`config.mk`:
```
export PLATFORM = sky130hd
export DESIGN_NAME = tt_io_harness
export DESIGN_NICKNAME = d
export VERILOG_FILES = /design/src/rtl/tt_harness_pkg.sv /design/src/rtl/tt_harness_fifo.sv /design/src/rtl/tt_io_harness.sv
export SDC_FILE = /design/constraint.sdc
export NUM_CORES = 1
export LEC_CHECK = 0
export CORE_MARGIN = 5
export CORE_UTILIZATION = 25
export DETAILED_ROUTE_END_ITERATION = 8
export GPL_ROUTABILITY_DRIVEN = 0
export PLACE_DENSITY_LB_ADDON = 0.1
export SETUP_SLACK_MARGIN = 0.5
export SLEW_MARGIN = 20
export SYNTH_ARGS = -nofsm -noshare
export SYNTH_HDL_FRONTEND = slang
export SYNTH_SLANG_ARGS = --single-unit
```
`constraint.sdc`:
```
create_clock -name clk -period 4.5 [get_ports clk]
set_input_delay 0.45 -clock clk [delete_from_list [all_inputs] [get_ports clk]]
set_output_delay 0.45 -clock clk [all_outputs]
set_load 0.03 [all_outputs]
```
`src/rtl/tt_harness_pkg.sv`:
```
// Shared types and sizing helpers for the tt_io_harness sequencing front end.
// The stimulus entry width depends on whether TT_HARNESS_CHECK_EN is compiled in.
package tt_harness_pkg;

    typedef enum logic [1:0] {
        ST_IDLE = 2'd0,
        ST_WAIT = 2'd1,
        ST_PUSH = 2'd2
    } hs_state_e;

    localparam int ERR_CNT_W = 8;

    // Stimulus entry is {ui, uio} or, with checking, {ui, uio, exp, mask}.
    function automatic int stim_entry_w(input int data_w, input bit check_en);
        return check_en ? 4 * data_w : 2 * data_w;
    endfunction

endpackage

```
`src/rtl/tt_harness_fifo.sv`:
```
// Synchronous FIFO used for both the stimulus and response queues of tt_io_harness.
// No fall-through; one extra pointer bit separates full from empty.
module tt_harness_fifo #(
    parameter int WIDTH = 16,
    parameter int DEPTH = 8
) (
    input  logic             clk,
    input  logic             rst_n,
    input  logic             push,
    input  logic [WIDTH-1:0] wdata,
    input  logic             pop,
    output logic [WIDTH-1:0] rdata,
    output logic             full,
    output logic             empty
);

    localparam int AW = $clog2(DEPTH);

    logic [WIDTH-1:0] mem [DEPTH];
    logic [AW:0]      wr_ptr;
    logic [AW:0]      rd_ptr;
    logic             do_push;
    logic             do_pop;

    assign empty   = (wr_ptr == rd_ptr);
    assign full    = (wr_ptr[AW] != rd_ptr[AW]) && (wr_ptr[AW-1:0] == rd_ptr[AW-1:0]);
    assign do_push = push && !full;
    assign do_pop  = pop && !empty;

    always_ff @(posedge clk or negedge rst_n) begin
        if (!rst_n) begin
            wr_ptr <= '0;
            rd_ptr <= '0;
        end else begin
            if (do_push) wr_ptr <= wr_ptr + 1'b1;
            if (do_pop)  rd_ptr <= rd_ptr + 1'b1;
        end
    end

    always_ff @(posedge clk) begin
        if (do_push) mem[wr_ptr[AW-1:0]] <= wdata;
    end

    // The storage array is not reset, so an empty FIFO presents zero rather than stale data.
    assign rdata = empty ? '0 : mem[rd_ptr[AW-1:0]];

endmodule

```
`src/rtl/tt_io_harness.sv`:
```
// I/O sequencing harness: queued stimulus, programmable apply-to-sample latency, uio merge,
// response FIFO. Optional expected-value checking is compiled in with TT_HARNESS_CHECK_EN.
//
// state   | meaning
// IDLE    | waiting for a stimulus entry; pops it and applies it to dut_* on leaving
// WAIT    | counting down lat cycles; samples the DUT into the hold register at zero
// PUSH    | writing the hold register into the response FIFO once it has space
module tt_io_harness
    import tt_harness_pkg::*;
#(
    parameter int DATA_W = 8,
    parameter int DEPTH  = 8,
    parameter int LAT_W  = 3
) (
    input  logic                 clk,
    input  logic                 rst_n,
    input  logic                 ena,
    input  logic [LAT_W-1:0]     lat,
    input  logic                 stim_valid,
    output logic                 stim_ready,
    input  logic [DATA_W-1:0]    stim_ui,
    input  logic [DATA_W-1:0]    stim_uio,
    input  logic [DATA_W-1:0]    stim_exp,
    input  logic [DATA_W-1:0]    stim_mask,
    output logic [DATA_W-1:0]    dut_ui_in,
    output logic [DATA_W-1:0]    dut_uio_in,
    input  logic [DATA_W-1:0]    dut_uo_out,
    input  logic [DATA_W-1:0]    dut_uio_out,
    input  logic [DATA_W-1:0]    dut_uio_oe,
    output logic                 resp_valid,
    input  logic                 resp_ready,
    output logic [2*DATA_W-1:0]  resp_data,
    output logic                 resp_err,
    output logic [ERR_CNT_W-1:0] err_cnt,
    output logic                 busy,
    output logic                 overflow
);

`ifdef TT_HARNESS_CHECK_EN
    localparam bit CHECK_EN = 1'b1;
`else
    localparam bit CHECK_EN = 1'b0;
`endif
    localparam int STIM_W = stim_entry_w(DATA_W, CHECK_EN);
    localparam int RESP_W = 2 * DATA_W + 1;

    hs_state_e          state_q;
    hs_state_e          state_d;
    logic [LAT_W-1:0]   cnt_q;
    logic [DATA_W-1:0]  ui_q;
    logic [DATA_W-1:0]  uio_q;
    logic [DATA_W-1:0]  hold_uo;
    logic [DATA_W-1:0]  hold_uio;
    logic               hold_err;

    logic [STIM_W-1:0]  stim_wdata;
    logic [STIM_W-1:0]  stim_rdata;
    logic               stim_full;
    logic               stim_empty;
    logic               stim_pop;

    logic [RESP_W-1:0]  resp_wdata;
    logic [RESP_W-1:0]  resp_rdata;
    logic               resp_full;
    logic               resp_empty;
    logic               resp_push;

    logic               sample;
    logic               mismatch;
    logic [DATA_W-1:0]  head_ui;
    logic [DATA_W-1:0]  head_uio;
    logic [DATA_W-1:0]  uio_merged;

`ifdef TT_HARNESS_CHECK_EN
    logic [DATA_W-1:0]  exp_q;
    logic [DATA_W-1:0]  mask_q;
    logic [DATA_W-1:0]  head_exp;
    logic [DATA_W-1:0]  head_mask;

    assign stim_wdata = {stim_ui, stim_uio, stim_exp, stim_mask};
    assign head_exp   = stim_rdata[2*DATA_W-1 -: DATA_W];
    assign head_mask  = stim_rdata[DATA_W-1:0];
    assign mismatch   = |((dut_uo_out ^ exp_q) & mask_q);
    assign resp_err   = resp_rdata[0];

    always_ff @(posedge clk or negedge rst_n) begin
        if (!rst_n) begin
            exp_q   <= '0;
            mask_q  <= '0;
            err_cnt <= '0;
        end else begin
            if (stim_pop) begin
                exp_q  <= head_exp;
                mask_q <= head_mask;
            end
            if (sample && mismatch && (err_cnt != '1)) err_cnt <= err_cnt + 1'b1;
        end
    end
`else
    logic unused_ok;

    assign stim_wdata = {stim_ui, stim_uio};
    assign mismatch   = 1'b0;
    assign resp_err   = 1'b0;
    assign err_cnt    = '0;
    assign unused_ok  = ^{stim_exp, stim_mask, resp_rdata[0]};
`endif

    assign head_ui    = stim_rdata[STIM_W-1 -: DATA_W];
    assign head_uio   = stim_rdata[STIM_W-DATA_W-1 -: DATA_W];
    assign uio_merged = (dut_uio_out & dut_uio_oe) | (uio_q & ~dut_uio_oe);

    tt_harness_fifo #(.WIDTH(STIM_W), .DEPTH(DEPTH)) u_stim_fifo (
        .clk   (clk),
        .rst_n (rst_n),
        .push  (stim_valid),
        .wdata (stim_wdata),
        .pop   (stim_pop),
        .rdata (stim_rdata),
        .full  (stim_full),
        .empty (stim_empty)
    );

    assign resp_wdata = {hold_uo, hold_uio, hold_err};

    tt_harness_fifo #(.WIDTH(RESP_W), .DEPTH(DEPTH)) u_resp_fifo (
        .clk   (clk),
        .rst_n (rst_n),
        .push  (resp_push),
        .wdata (resp_wdata),
        .pop   (resp_ready),
        .rdata (resp_rdata),
        .full  (resp_full),
        .empty (resp_empty)
    );

    always_comb begin
        state_d   = state_q;
        stim_pop  = 1'b0;
        resp_push = 1'b0;
        sample    = 1'b0;
        if (ena) begin
            case (state_q)
                ST_IDLE: begin
                    if (!stim_empty) begin
                        stim_pop = 1'b1;
                        state_d  = ST_WAIT;
                    end
                end
                ST_WAIT: begin
                    if (cnt_q == '0) begin
                        sample  = 1'b1;
                        state_d = ST_PUSH;
                    end
                end
                ST_PUSH: begin
                    if (!resp_full) begin
                        resp_push = 1'b1;
                        state_d   = ST_IDLE;
                    end
                end
                default: state_d = ST_IDLE;
            endcase
        end
    end

    always_ff @(posedge clk or negedge rst_n) begin
        if (!rst_n) begin
            state_q  <= ST_IDLE;
            cnt_q    <= '0;
            ui_q     <= '0;
            uio_q    <= '0;
            hold_uo  <= '0;
            hold_uio <= '0;
            hold_err <= 1'b0;
            overflow <= 1'b0;
        end else begin
            state_q <= state_d;
            if (stim_pop) begin
                ui_q  <= head_ui;
                uio_q <= head_uio;
                cnt_q <= lat;
            end else if (ena && (state_q == ST_WAIT) && (cnt_q != '0)) begin
                cnt_q <= cnt_q - 1'b1;
            end
            if (sample) begin
                hold_uo  <= dut_uo_out;
                hold_uio <= uio_merged;
                hold_err <= mismatch;
            end
            if (stim_valid && stim_full) overflow <= 1'b1;
        end
    end

    assign dut_ui_in  = ui_q;
    assign dut_uio_in = uio_q;
    assign stim_ready = !stim_full;
    assign resp_valid = !resp_empty;
    assign resp_data  = resp_rdata[RESP_W-1:1];
    assign busy       = (state_q != ST_IDLE) || !stim_empty;

endmodule

```
Yosys cells after proc, flatten, opt, wreduce, memory -nomap -nowiden
Memory sizes are Yosys's and may differ from the RTL's. A register that Yosys moved wholly into a read port is not among the register bits.
Cells that the tools add are included.

word-level totals
  memory bits (read-only) = 0
  latch bits = 0
  word-level logic and storage cells = 72
  flip-flop bits (word level) = 38
  memories kept = 2
  output and inout bits = 45
  RAM bits = 256

memory list
  memory           words  bits a word  rd ports  clocked after Yosys merged registers in  wr ports  line                   RTL
  u_resp_fifo.mem  8      16           1         0                                        1         tt_harness_fifo.sv:19  logic [WIDTH-1:0] mem [DEPTH];
  u_stim_fifo.mem  8      16           1         1                                        1         tt_harness_fifo.sv:19

cells by class
  reductions and logical operators = 21
  divide/modulo/power cells = 0
  $mul = 0
  mux-type cells = 20
  $add $sub $neg = 5
  shift-type cells = 0
  magnitude comparators = 0
  equality and inequality tests = 11
  bitwise gates (word level) = 4

operators by type and width
  operator                                          count
  2-to-1 mux 17 bit                                 1
  adder 4 x 1 -> 4 bit, second input constant       4
  AND 8 bit                                         2
  2-to-1 mux 1 bit                                  13
  logical AND 1 bit                                 9
  == test 4 bit                                     2
  inverter 8 bit                                    1
  OR 8 bit                                          1
  == test 3 bit                                     2
  2-to-1 mux 2 bit                                  3
  2-to-1 mux 3 bit                                  2
  != test 2 bit, second input constant              3
  case mux 2 bit (3 select lines)                   1
  zero test 1 bit                                   5
  AND reduction 4 bit                               1
  nonzero test 2 bit                                2
  zero test 3 bit                                   1
  nonzero test 3 bit                                1
  subtractor 3 x 1 -> 3 bit, second input constant  1
  == test 2 x 1 -> 1 bit, second input constant     1
  == test 2 bit, second input constant              1
  zero test 2 bit                                   1
  != test 1 bit                                     2
  logical OR 1 bit                                  1

Logic depth before layout (Yosys ltp)
  depth in word-level cells = 8
  mapped depth = 7
  depth with buffers taken out = 6

Modules after synthesis
Synthesis repeated with hierarchy kept, for this count alone.

unflattened totals
  cells, all modules = 783
  area total of the unflattened synthesis = 13369.1 µm²

modules (own cells, without submodules)
  module                          sequential area each (µm²)  cells an instance  times used  area each (µm²)
  tt_harness_fifo at u_resp_fifo  4284.1                      337                1           5931.9
  tt_harness_fifo at u_stim_fifo  4043.9                      322                1           5641.7
  tt_io_harness                   950.9                       124                1           1795.5

Least setup slack after synthesis
Ideal clock, no wire load.

  path kind = flip-flop to flip-flop
  from = register u_stim_fifo.rd_ptr[2]
  to = memory u_stim_fifo.mem[0][0], enable pin
  setup slack = 1.659 ns
  path buffers = 1
  cell stages (with the launch flop) = 6
  setup time = 0.409 ns
  period minus slack after synthesis = 2.841 ns
  arrival = 2.432 ns
  data required time = 4.091 ns
  cell sequence = dfrtp_1 -> buf_2 -> xnor2_1 -> a41o_1 -> or2_2 -> nor3_1

between the ends
  word-level cells in the longest chain between the ends = 6

RTL lines
  item                                    line                   RTL
  from (decl)                             tt_harness_fifo.sv:21  logic [AW:0] rd_ptr;
  from (signal assigned)                  tt_harness_fifo.sv:36  if (do_pop) rd_ptr <= rd_ptr + 1'b1;
  == test 3 bit                           tt_harness_fifo.sv:26  assign full = (wr_ptr[AW] != rd_ptr[AW]) && (wr_ptr[AW-1:0] == rd_ptr[AW-1:0]);
  logical AND 1 bit                       tt_harness_fifo.sv:26
  zero test 1 bit                         tt_harness_fifo.sv:27  assign do_push = push && !full;
  logical AND 1 bit                       tt_harness_fifo.sv:27
  2-to-1 mux 1 bit                        tt_harness_fifo.sv:41  if (do_push) mem[wr_ptr[AW-1:0]] <= wdata;
  2-to-1 mux 1 bit (not written as such)  tt_harness_fifo.sv:41
  to (decl)                               tt_harness_fifo.sv:19

Every way passes these cells.

Worst setup path after layout
  from = register u_resp_fifo.rd_ptr[0]
  to = output port resp_data[3]

between the ends
  word-level cells in the longest chain between the ends = 2
  elaborated cells between the ends (all ways) = 3
  classes of those cells = 1 x eq/ne; 1 x mux; 1 x memory

RTL lines
  item                                                         line                   RTL
  from (decl)                                                  tt_harness_fifo.sv:21
  from (signal assigned)                                       tt_harness_fifo.sv:36
  memory (8 x 16 bit) / == test 4 bit (equally long branches)  --
  2-to-1 mux 17 bit (*)                                        tt_harness_fifo.sv:45  assign rdata = empty ? '0 : mem[rd_ptr[AW-1:0]];
  to (decl)                                                    tt_io_harness.sv:32    output logic [2*DATA_W-1:0] resp_data,

Mark *: on every way between the ends. The rest lies on a longest branch, timed or not.

==> impl_results.md <==
- Ys async rst share: 0.174
- Number of nets in the layout: 817
- Vias in the first global route: approximately 6800
- Reg2Reg Depth: 5
- Reg2reg end: u_resp_fifo.mem[6][2]$_DFFE_PP_
- Period minus WS final: 3650 ps
- Crit Path Max Fanout: 21
- # DRC: 0
- Antenna Diode Count: 0
- Global route overflow: 0
- Drt pass-1 iters: 4
- Die height: around 230 um
- TritonCTS clock tree: done
- Final Hold Viols: 0
- Top cell type's share of synthesized area: 0.628
- Unrepaired setup endpoints after global routing: false
- First-pass GRT wire length: 43200 um
- Arrival @ worst endpoint: 3200 ps
- Post-synth EDFFs: 256
- Max Cap Violations: 0
- Class of the worst hold path: in -> async
- Largest delay contributor family on the critical path: buffers and inverters
- CP peak stage delay: around 700 ps
- Clk buf depth: 3
- Design area: 15100 um2
- Netlist Area Pre-Place: between 10000 and 15000 um2
- Average wire per standard cell: 20.8 um
- Fin Setup TNS: 0 ps
- Num CTS Buffers: 38
- Root Buffer: clkbuf_16
- Ports: 109
- Final period util: 0.810
- Post-CTS setup buffers: 0
- Die area: about 54000 um2
- WL final: 29100 um
- Reg2Reg Launch Point: u_resp_fifo.rd_ptr[0]$_DFFE_PN0P_
- R2r setup slk: approximately 1600 ps
- LEAKAGE: a little over 0.005 uW
- Clk sinks: between 300 and 400
- WP data required: 4050 ps
- CTS Hold Buffers Added: 0
- Syn_area_per_cell: 19.3 um2
- Initial antenna violation count: 3
- Critical path's slowest cell: dfrtp_2
- Top cells by count, synth: edfxtp_1 (256), mux4_2 (64), dfrtp_1 (54)
- Worst slew margin: 0.344
- Synthesized flop and latch total: 310
- Clk slew on worst S/H paths: 60 ps
- Synth Instances: 635
- DRT iter0 DRCs: 321
- Via density: between 4 and 5
- CP Buf/Inv Count: 2
- Core outline area: roughly 49000 um2
- Hold WS: 30.5 ps
- Worst Skew: 14.1 ps
- Post-DRT Antenna Nets: 0
- Post-cts resize count: 0
- Final count of pins violating max slew: 0
- Largest net degree at the start of global routing: 37
- Synth Flop Type: edfxtp_1
- Starting Density: 0.252
- Tightest Pin Transition: 981 ps
- Skew-Pair Late Insertion Delay: 540 ps
- IO Port Bufs: 83
- Area leader, netlist: edfxtp_1
- Finish-stage setup viols: 0
- Power Density: 688 nW/um2
- P&R area growth vs syn: 23.6%
- Area post-placement: 13900 um2
- GRT Total Usage: 0.109
- Die W: 231 um
- Netlist cell types: 41
- Synth warn: 0
- # fillers: 4765
- Crit-path cells: buf_4 -> mux4_2 -> mux2i_1 -> nor2_1 -> clkdlybuf4s50_1
- Fraction of layout cells with a size suffix above 1: 0.227
- Status: completed
- Most numerous cell in the Yosys netlist: edfxtp_1
- Rows: 81
- Seq/Total Area, Yosys: 0.738
- Top post-synthesis cells by area: edfxtp_1 (63%), mux4_2 (12%), dfrtp_1 (11%)
- Crit path kind: reg -> out
- Maximum vdd drop: between 0.0003 and 0.0004 V
- Hpwl dp: 16600 um
- Via count: 6069
- Worst Setup Start Kind: flop
- Fmax: ~0.27 GHz
- Htree depth: 2
- Crit end category: primary output
==> power breakdown <==
part	leakage [uW]	switching (uW)	total [uW]	internal, uW
Clock	0.000629	1150	3060	1900
Sequential	0.00296	392	4100	3710
Combinational	0.00159	1800	3250	1450
==> per-stage QoR <==
stage | std cells | utilization | total power [uW] | setup slack, ps
6_report | 1398 | 0.311 | 10400 | 855
5_1_grt | 1398 | 0.311 | 11000 | 589
3_5_place_dp | 1329 | 0.285 | 7540 | 1330
4_1_cts | 1398 | 0.311 | 10700 | 737
3_3_place_gp | 1329 | 0.285 | 7470 | 1330
2_1_floorplan | 643 | - | 6290 | 1660
==> cells by family after synthesis <==
logic type,count (synthesis),synth area share
xor+xnor,20,0.0143
fa+ha+maj,6,0.00613
flops,310,0.738
buf+inv,50,0.0217
compound gates,47,0.0225
other cells,1,0.000306
mux,119,0.164
simple gates,82,0.0325
==> worst reg2reg max path: stages, from the launching register on <==
cell      delay [ps]
dfrtp_2          710
xor2_1           270
or4_1            260
nand3b_1         200
nor2_1           790
buf_4            350
==> metal layers <==
metal,global-route usage,vias up,part of all wire
met1,0.130,3168,0.40
met4,0.0364,4,0.024
met5,0,-,0.0012
met2,0.197,117,0.53
li1,-,2734,-
met3,0.0243,46,0.044
==> area by class of cell <==
class / instances / area (um2) / share of cell area
Sequential cell: 310 / 9040 / 0.597
Multi-Input combinational cell: 283 / 3000 / 0.198
Clock buffer: 59 / 1170 / 0.0776
Timing Repair Buffer: 109 / 1020 / 0.0675
Tap cell: 622 / 778 / 0.0514
Clock inverter: 10 / 97.6 / 0.00645
Inverter: 5 / 18.8 / 0.00124
==> state kept, by name, indices dropped and copies added (netlist names), 4 cells and up <==
register and count:
dut_ui_in 8, dut_uio_in 8, hold_uio 8, hold_uo 8
u_resp_fifo.mem 128, u_resp_fifo.rd_ptr 4, u_resp_fifo.wr_ptr 4, u_stim_fifo.mem 128
u_stim_fifo.rd_ptr 4, u_stim_fifo.wr_ptr 4
==> worst max path at each step <==
stage / from / to / slack (ps) / depth (start not counted)
6_report: u_resp_fifo.rd_ptr[0]$_DFFE_PN0P_ / resp_data[3] / 850 / 5
5_1_grt: u_resp_fifo.rd_ptr[0]$_DFFE_PN0P_ / resp_data[2] / 590 / 5
4_1_cts: u_resp_fifo.rd_ptr[0]$_DFFE_PN0P_ / resp_data[2] / 740 / 5
3_5_place_dp: u_resp_fifo.rd_ptr[0]$_DFFE_PN0P_ / resp_data[3] / 1330 / 5
3_3_place_gp: u_resp_fifo.rd_ptr[0]$_DFFE_PN0P_ / resp_data[10] / 1330 / 5
2_1_floorplan: u_stim_fifo.rd_ptr[2]$_DFFE_PN0P_ / u_stim_fifo.mem[0][0]$_DFFE_PP_ / 1660 / 5
==> cells in the final DEF (no fill, tap or decap), types with 6 or more instances in the layout <==
cell type,n
edfxtp_1,256
clkdlybuf4s50_1,82
mux4_2,64
dfrtp_1,52
mux2i_1,41
clkbuf_16,41
nor2_1,31
buf_4,26
nand2_1,18
a21oi_1,16
a31oi_1,16
mux2_2,13
xnor2_1,12
o21ai_0,10
clkbuf_1,10
conb_1,9
xor2_1,8
nand3_1,8
clkbuf_8,8
ha_1,6
clkinv_2,6
Note: power is estimated with default switching activity, not from simulation.
